File: src/rtl/lu_pkg.sv
// lu_pkg: shared definitions for the logic_unit_mc execution unit.
//   - lu_op_e    : 4-bit operation codes
//   - lu_state_e : control FSM states
//   - ROTATE_EN  : set when LU_ROTATE_EN is defined (iterative ROL/ROR)
//   - is_shift_op(), is_rotate_op() : op classification helpers
// Build macro: LU_ROTATE_EN. When it is undefined, ROL/ROR are reported as
// illegal and finish in one cycle.
package lu_pkg;

    typedef enum logic [3:0] {
        OP_ADD   = 4'd0,
        OP_SUB   = 4'd1,
        OP_AND   = 4'd2,
        OP_OR    = 4'd3,
        OP_XOR   = 4'd4,
        OP_NOR   = 4'd5,
        OP_SLT   = 4'd6,
        OP_SLTU  = 4'd7,
        OP_PASSA = 4'd8,
        OP_SLL   = 4'd9,
        OP_SRL   = 4'd10,
        OP_SRA   = 4'd11,
        OP_ROL   = 4'd12,
        OP_ROR   = 4'd13,
        OP_BEQ   = 4'd14,
        OP_BNE   = 4'd15
    } lu_op_e;

    typedef enum logic [1:0] {
        ST_IDLE  = 2'd0,
        ST_SHIFT = 2'd1,
        ST_FIN   = 2'd2
    } lu_state_e;

`ifdef LU_ROTATE_EN
    localparam bit ROTATE_EN = 1'b1;
`else
    localparam bit ROTATE_EN = 1'b0;
`endif

    function automatic logic is_rotate_op(input logic [3:0] op);
        return (op == OP_ROL) || (op == OP_ROR);
    endfunction

    // Ops that go through the iterative shifter (when the amount is non-zero).
    function automatic logic is_shift_op(input logic [3:0] op);
        return (op == OP_SLL) || (op == OP_SRL) || (op == OP_SRA) ||
               (ROTATE_EN && is_rotate_op(op));
    endfunction

endpackage

File: src/rtl/lu_iter_shifter.sv
// lu_iter_shifter: iterative shifter/rotator used by logic_unit_mc.
// Shifts a captured operand by up to SHIFT_STEP bits per enabled cycle until
// the remaining amount is exhausted.
// Ports:
//   clk, reset   clock / asynchronous active-high reset
//   load         capture data_in, amount and the shift kind decoded from op
//   step_en      perform one step this cycle
//   op           operation code (SLL/SRL/SRA/ROL/ROR)
//   data_in      operand to shift
//   amount       total shift amount (non-zero when load is used)
//   shreg_next   value the register will hold after the current step
//   last_step    current step consumes the remaining amount
module lu_iter_shifter
    import lu_pkg::*;
#(
    parameter  int W          = 32,
    parameter  int SHIFT_STEP = 1,
    localparam int SAW        = $clog2(W)
) (
    input  logic           clk,
    input  logic           reset,
    input  logic           load,
    input  logic           step_en,
    input  logic [3:0]     op,
    input  logic [W-1:0]   data_in,
    input  logic [SAW-1:0] amount,
    output logic [W-1:0]   shreg_next,
    output logic           last_step
);

    localparam logic [SAW-1:0] STEP_AMT = SAW'(SHIFT_STEP);

    logic [W-1:0]   shreg_q, shreg_d;
    logic [SAW-1:0] rem_q, rem_d;
    logic           left_q, left_d;
    logic           arith_q, arith_d;
    logic           rotate_q, rotate_d;

    logic [SAW-1:0] k;
    logic [SAW-1:0] k_inv;
    logic [W-1:0]   step_val;

    always_comb begin
        k     = (rem_q < STEP_AMT) ? rem_q : STEP_AMT;
        // W-k modulo W; k is never 0 while stepping, so the wrap term is exact.
        k_inv = '0 - k;
        if (left_q) begin
            if (rotate_q) step_val = (shreg_q << k) | (shreg_q >> k_inv);
            else          step_val = shreg_q << k;
        end else begin
            if (rotate_q)     step_val = (shreg_q >> k) | (shreg_q << k_inv);
            else if (arith_q) step_val = $signed(shreg_q) >>> k;
            else              step_val = shreg_q >> k;
        end
    end

    assign shreg_next = step_val;
    assign last_step  = (rem_q <= STEP_AMT);

    always_comb begin
        shreg_d  = shreg_q;
        rem_d    = rem_q;
        left_d   = left_q;
        arith_d  = arith_q;
        rotate_d = rotate_q;
        if (load) begin
            shreg_d  = data_in;
            rem_d    = amount;
            left_d   = (op == OP_SLL) || (op == OP_ROL);
            arith_d  = (op == OP_SRA);
            rotate_d = is_rotate_op(op);
        end else if (step_en) begin
            shreg_d = step_val;
            rem_d   = rem_q - k;
        end
    end

    always_ff @(posedge clk or posedge reset) begin
        if (reset) begin
            shreg_q  <= '0;
            rem_q    <= '0;
            left_q   <= 1'b0;
            arith_q  <= 1'b0;
            rotate_q <= 1'b0;
        end else begin
            shreg_q  <= shreg_d;
            rem_q    <= rem_d;
            left_q   <= left_d;
            arith_q  <= arith_d;
            rotate_q <= rotate_d;
        end
    end

endmodule

File: src/rtl/logic_unit_mc.sv
// logic_unit_mc: multicycle execution unit (ALU, shifts, set-less-than,
// branch compare) behind a start/done handshake.
// Build macro: LU_ROTATE_EN enables iterative ROL/ROR; otherwise they are
// reported through illegal_op.
// Ports:
//   clk, reset        clock / asynchronous active-high reset
//   start             launch an op (only sampled in IDLE)
//   op                operation code (lu_pkg::lu_op_e)
//   src_a, src_b      operands (src_b is the shifted operand)
//   shamt, amt_sel    shift amount: shamt, or src_a[SAW-1:0] when amt_sel=1
//   busy, done        handshake status; done is a one-cycle pulse
//   result, overflow, zero, negative, branch_tk, illegal_op
//                     registered result and flags, valid from done to next done
//
// state    | meaning
// ---------+-------------------------------------------------------
// ST_IDLE  | waiting for start
// ST_SHIFT | iterative shifter running, SHIFT_STEP bits per cycle
// ST_FIN   | result/flags registered, done asserted for this cycle
module logic_unit_mc
    import lu_pkg::*;
#(
    parameter  int W          = 32,
    parameter  int SHIFT_STEP = 1,
    localparam int SAW        = $clog2(W)
) (
    input  logic           clk,
    input  logic           reset,
    input  logic           start,
    input  logic [3:0]     op,
    input  logic [W-1:0]   src_a,
    input  logic [W-1:0]   src_b,
    input  logic [SAW-1:0] shamt,
    input  logic           amt_sel,
    output logic           busy,
    output logic           done,
    output logic [W-1:0]   result,
    output logic           overflow,
    output logic           zero,
    output logic           negative,
    output logic           branch_tk,
    output logic           illegal_op
);

    lu_state_e state_q, state_d;

    logic [W-1:0] result_q, result_d;
    logic         overflow_q, overflow_d;
    logic         zero_q, zero_d;
    logic         negative_q, negative_d;
    logic         branch_tk_q, branch_tk_d;
    logic         illegal_q, illegal_d;

    logic [SAW-1:0] amount;
    logic           launch_shift;
    logic           launch_single;
    logic           shift_active;
    logic [W-1:0]   shreg_next;
    logic           last_step;

    logic [W-1:0] sum, diff;
    logic [W-1:0] alu_res;
    logic         alu_ovf, alu_br, alu_ill;

    assign amount        = amt_sel ? src_a[SAW-1:0] : shamt;
    assign launch_shift  = (state_q == ST_IDLE) && start && is_shift_op(op) && (amount != '0);
    assign launch_single = (state_q == ST_IDLE) && start && !launch_shift;
    assign shift_active  = (state_q == ST_SHIFT);

    // Single-cycle datapath; shift ops only land here with a zero amount.
    always_comb begin
        sum     = src_a + src_b;
        diff    = src_a - src_b;
        alu_res = '0;
        alu_ovf = 1'b0;
        alu_br  = 1'b0;
        alu_ill = 1'b0;
        case (op)
            OP_ADD: begin
                alu_res = sum;
                alu_ovf = (src_a[W-1] == src_b[W-1]) && (sum[W-1] != src_a[W-1]);
            end
            OP_SUB: begin
                alu_res = diff;
                alu_ovf = (src_a[W-1] != src_b[W-1]) && (diff[W-1] != src_a[W-1]);
            end
            OP_AND:   alu_res = src_a & src_b;
            OP_OR:    alu_res = src_a | src_b;
            OP_XOR:   alu_res = src_a ^ src_b;
            OP_NOR:   alu_res = ~(src_a | src_b);
            OP_SLT:   alu_res = {{(W-1){1'b0}}, ($signed(src_a) < $signed(src_b))};
            OP_SLTU:  alu_res = {{(W-1){1'b0}}, (src_a < src_b)};
            OP_PASSA: alu_res = src_a;
            OP_SLL, OP_SRL, OP_SRA: alu_res = src_b;
            OP_ROL, OP_ROR: begin
                if (ROTATE_EN) alu_res = src_b;
                else           alu_ill = 1'b1;
            end
            OP_BEQ: begin
                alu_res = diff;
                alu_br  = (src_a == src_b);
            end
            OP_BNE: begin
                alu_res = diff;
                alu_br  = (src_a != src_b);
            end
            default: alu_res = '0;
        endcase
    end

    lu_iter_shifter #(
        .W          (W),
        .SHIFT_STEP (SHIFT_STEP)
    ) u_shifter (
        .clk        (clk),
        .reset      (reset),
        .load       (launch_shift),
        .step_en    (shift_active),
        .op         (op),
        .data_in    (src_b),
        .amount     (amount),
        .shreg_next (shreg_next),
        .last_step  (last_step)
    );

    always_ff @(posedge clk or posedge reset) begin
        if (reset) state_q <= ST_IDLE;
        else       state_q <= state_d;
    end

    always_comb begin
        state_d = state_q;
        case (state_q)
            ST_IDLE: begin
                if (launch_shift)       state_d = ST_SHIFT;
                else if (launch_single) state_d = ST_FIN;
            end
            ST_SHIFT: if (last_step) state_d = ST_FIN;
            ST_FIN:   state_d = ST_IDLE;
            default:  state_d = ST_IDLE;
        endcase
    end

    always_comb begin
        busy = (state_q != ST_IDLE);
        done = (state_q == ST_FIN);
    end

    // Result registers load on the same edge that enters FIN, so they stay
    // stable through done and until the next op completes.
    always_comb begin
        result_d    = result_q;
        overflow_d  = overflow_q;
        zero_d      = zero_q;
        negative_d  = negative_q;
        branch_tk_d = branch_tk_q;
        illegal_d   = illegal_q;
        if (launch_single) begin
            result_d    = alu_res;
            overflow_d  = alu_ovf;
            zero_d      = (alu_res == '0);
            negative_d  = alu_res[W-1];
            branch_tk_d = alu_br;
            illegal_d   = alu_ill;
        end else if (shift_active && last_step) begin
            result_d    = shreg_next;
            overflow_d  = 1'b0;
            zero_d      = (shreg_next == '0);
            negative_d  = shreg_next[W-1];
            branch_tk_d = 1'b0;
            illegal_d   = 1'b0;
        end
    end

    always_ff @(posedge clk or posedge reset) begin
        if (reset) begin
            result_q    <= '0;
            overflow_q  <= 1'b0;
            zero_q      <= 1'b0;
            negative_q  <= 1'b0;
            branch_tk_q <= 1'b0;
            illegal_q   <= 1'b0;
        end else begin
            result_q    <= result_d;
            overflow_q  <= overflow_d;
            zero_q      <= zero_d;
            negative_q  <= negative_d;
            branch_tk_q <= branch_tk_d;
            illegal_q   <= illegal_d;
        end
    end

    assign result     = result_q;
    assign overflow   = overflow_q;
    assign zero       = zero_q;
    assign negative   = negative_q;
    assign branch_tk  = branch_tk_q;
    assign illegal_op = illegal_q;

endmodule

File: config.mk
export PLATFORM = sky130hd
export DESIGN_NAME = logic_unit_mc
export DESIGN_NICKNAME = d
export VERILOG_FILES = /design/src/rtl/lu_pkg.sv /design/src/rtl/lu_iter_shifter.sv /design/src/rtl/logic_unit_mc.sv
export SDC_FILE = /design/constraint.sdc
export NUM_CORES = 1
export LEC_CHECK = 0
export CAP_MARGIN = 5
export CORE_MARGIN = 1
export CORE_UTILIZATION = 39
export CTS_CLUSTER_SIZE = 8
export DETAILED_ROUTE_END_ITERATION = 8
export HOLD_SLACK_MARGIN = 0.12
export PLACE_DENSITY = 0.56
export SYNTH_ARGS = -nofsm -noshare
export SYNTH_HDL_FRONTEND = slang
export SYNTH_HIERARCHICAL = 1
export SYNTH_SLANG_ARGS = --single-unit
export TNS_END_PERCENT = 30
File: constraint.sdc
create_clock -name clk -period 3.9 [get_ports clk]
set_input_delay 0.585 -clock clk [delete_from_list [all_inputs] [get_ports clk]]
set_output_delay 0.585 -clock clk [all_outputs]
set_load 0.05 [all_outputs]
==> impl_metrics.py <==
metrics = {
    "timing": {
        "rsz0062_at_grt": "yes",
        "hold_ws_ns": 0.5077,
        "setup_slack_ns": -0.06550,
        "finalSetupTns_ns": -0.06550,
        "post-route-period-util": 1.017,
        "relSlewSlack": 0.4384,
        "worst_pin_slew_ns": 0.8406,
        "fmax_mhz": 252.2,
        "report.final.slew_viol_count": 0,
        "min_period_ns": 3.965,
        "hold_violations": 0,
        "setup_viol": 1,
        "clock_skew_ns": 0.01186,
    },
    "grt": {
        "grt_start_max_net_pins": 70,
        "grt_pass1_wl_um": 109200,
        "grt.overflow.total": 0,
        "grt_pass1_vias": 17210,
        "antenna_found_initial": 1,
        "grtUsageTotal": 0.4019,
    },
    "status": {
        "status": "finished with violations",
        "violations": "setup timing",
    },
    "cells_and_area": {
        "drive_above_1_share": 0.2795,
        "utilization": 0.5676,
        "design_area_um2": 19220,
        "final_common_cell": "buf_4",
        "syn_to_final_growth_pct": 41.78,
        "antennaDiodeCount": 0,
        "nets": 2542,
        "final_cell_mix": "482 x buf_4, 179 x nand2_1, 159 x a21oi_1, 141 x o21ai_0, 131 x nor2_1",
    },
    "synthesis": {
        "mappedNetlistNets": 2094,
        "yosys_warnings": 6,
        "syn_inst": 1908,
        "ys_async_sr_fraction": 1.000,
        "ys_seq_area_frac": 0.1440,
        "yosysUniqueCellTypes": 100,
        "ys_seq_elements": 78,
        "avgSynthCellArea_um2": 7.106,
        "synthFlopType": "dfrtp_1",
        "syn_area_um2": 13560,
        "synth_edf_count": 0,
    },
    "setup_path": {
        "r2r_cells": 15,
        "worstReg2RegStart": "u_shifter/rem_q[1]",
        "cp-start-kind": "input pin",
        "cp-startpoint": "src_a[2]",
        "cp_max_fo": 8,
        "critPathKind": "in -> reg",
        "endpoint_kind": "register",
        "reg2reg_slack_ns": 0.02,
        "rr_endpoint": "zero",
        "critPathArrivalTime_ns": 4.20,
        "crit_required_ns": 4.14,
        "cp-endpoint": "zero",
    },
    "clock_tree": {
        "hold_buffers": 0,
        "numCtsBuffers": 9,
        "cts_max_level": 3,
        "clk_latency_ns": 0.35,
        "cts_sinks": 78,
        "clkTransAtPathRegs_ns": 0.07,
        "cts-root-buf": "clkbuf_16",
        "clk_path_buf_depth": 2,
        "cts_tree": "yes",
    },
    "die": {
        "die_y_um": 188.5,
        "initial_utilization": 0.4003,
        "fp.dieArea_um2": 35510,
        "rows": 67,
        "fp.coreArea_um2": 33870,
        "ios": 116,
        "die_w_um": 188.5,
    },
    "placement": {
        "post_dp_cell_area_um2": 18350,
        "numPortBuffers": 115,
        "gp_congestion": 1.044,
        "place_hpwl_um": 58080,
    },
    "drt": {
        "via_count": 18050,
        "wire_per_inst_um": 25.88,
        "dr.pass1.iters": 6,
        "wl_um": 72700,
        "antenna_left": 0,
        "routed_via_density": 6.424,
        "drc": 0,
        "first_iter_violations": 2263,
    },
    "min_path": {
        "min_from": "result[25]",
        "hp-class": "reg -> reg",
    },
    "flow_run": {
        "max_cap_viol_count": 0,
    },
    "pwr": {
        "p_total_mw": 10.34,
        "peakVddDrop_mv": 1.096,
        "power_density_nw_per_um2": 538.1,
        "cellLeakagePower_nw": 8.491,
    },
}
through the flow:
stage	setup WS, ns	instances
6_report	-0.06550	2809
5_1_grt	-0.2414	2809
4_1_cts	0.004083	2808
3_5_place_dp	-0.6766	2786
3_3_place_gp	-0.6808	2786
2_1_floorplan	0.2329	1908
power breakdown:
part           total [mW]  switching [mW]  internal (mW)
combinational        7.41            4.47           2.95
clock               0.982           0.353          0.629
sequential           1.95           0.787           1.16
sequential cells by signal, summed over array words and instances (netlist names):
name / count
branch_tk: 1
illegal_op: 1
overflow: 1
result: 32
state_q: 2
u_shifter/arith_q: 1
u_shifter/left_q: 1
u_shifter/rem_q: 5
u_shifter/rotate_q: 1
u_shifter/shreg_q: 32
zero: 1
worst min-delay path by stage:
stage | endpoint | slack, ns | cells past startpoint
global placement | result[19] | 0.48 | 2
global route | result[25] | 0.52 | 2
CTS | result[25] | 0.51 | 2
finish | result[25] | 0.51 | 2
floorplan | u_shifter/arith_q | 0.51 | 2
detailed placement | result[25] | 0.49 | 2
repair_timing:
action                                  4_1_cts  5_1_grt
endpoints found under the setup margin        5        5
pin swaps                                    22        5
gates resized for setup                      72       24
setup buffers                                 6        1
synthesized netlist by cell type (all sizes together), types with 15 or more instances:
master / n / area share
nor2b: 23 / 0.011
nor4: 24 / 0.011
a21oi: 175 / 0.065
nand3: 51 / 0.019
a21o: 30 / 0.017
inv: 121 / 0.033
mux2: 20 / 0.017
o211ai: 20 / 0.011
ha: 107 / 0.099
o21ai: 145 / 0.054
dfrtp: 78 / 0.14
nand4: 17 / 0.0078
a2111oi: 19 / 0.013
nand2b: 36 / 0.017
and2: 15 / 0.0069
a221o: 18 / 0.013
nor2: 139 / 0.039
a221oi: 18 / 0.013
a31oi: 26 / 0.012
mux2i: 37 / 0.027
a211oi: 32 / 0.018
o31ai: 27 / 0.015
nand2: 180 / 0.050
clkbuf: 120 / 0.033
nor3: 47 / 0.019
a22oi: 45 / 0.025
buf: 51 / 0.019
nor3b: 16 / 0.0089
a211o: 19 / 0.012
o221ai: 24 / 0.016
cells by family (layout without fill, tap and decap cells):
group / after synthesis / in the layout / synth area share
simple gates: 607 / 607 / 0.2211
fa+ha+maj: 109 / 109 / 0.1017
xor+xnor: 12 / 12 / 0.007753
other cells: 1 / 1 / 0.0002766
flops: 78 / 78 / 0.1440
buf+inv: 294 / 747 / 0.08656
compound gates: 737 / 737 / 0.3731
mux: 70 / 70 / 0.06552
layer usage:
| layer | up-vias | wire [um] | GRT usage |
|---|---|---|---|
| li1 | 8064 | - | - |
| met1 | 8743 | 30120 | 0.5341 |
| met2 | 1016 | 33200 | 0.6516 |
| met3 | 221 | 5812 | 0.04731 |
| met4 | 2 | 3541 | 0.1787 |
| met5 | - | 13 | 0 |
critical path, cell delays in order:
cell and delay [ns]:
clkdlybuf4s50_1 0.51, inv_1 0.09, ha_4 0.30, buf_4 0.19, a21oi_1 0.11, o221a_2 0.27, buf_4 0.16, o211a_1 0.27
a211o_1 0.29, a2bb2oi_2 0.17, nor3b_2 0.19, buf_4 0.12, and4bb_2 0.29, nand4_1 0.13, nor3_2 0.17, nand4_1 0.15
o41ai_2 0.21
layout make-up:
cell class	instances	area, um2
Sequential cell	78	1952
Tap cell	448	560.5
Clock inverter	5	106.4
Fill cell	3379	14650
Inverter	123	461.7
Clock buffer	11	232.7
Multi-Input combinational cell	1536	10940
Timing Repair Buffer	608	4966
Note: power is estimated with default switching activity, not from simulation.
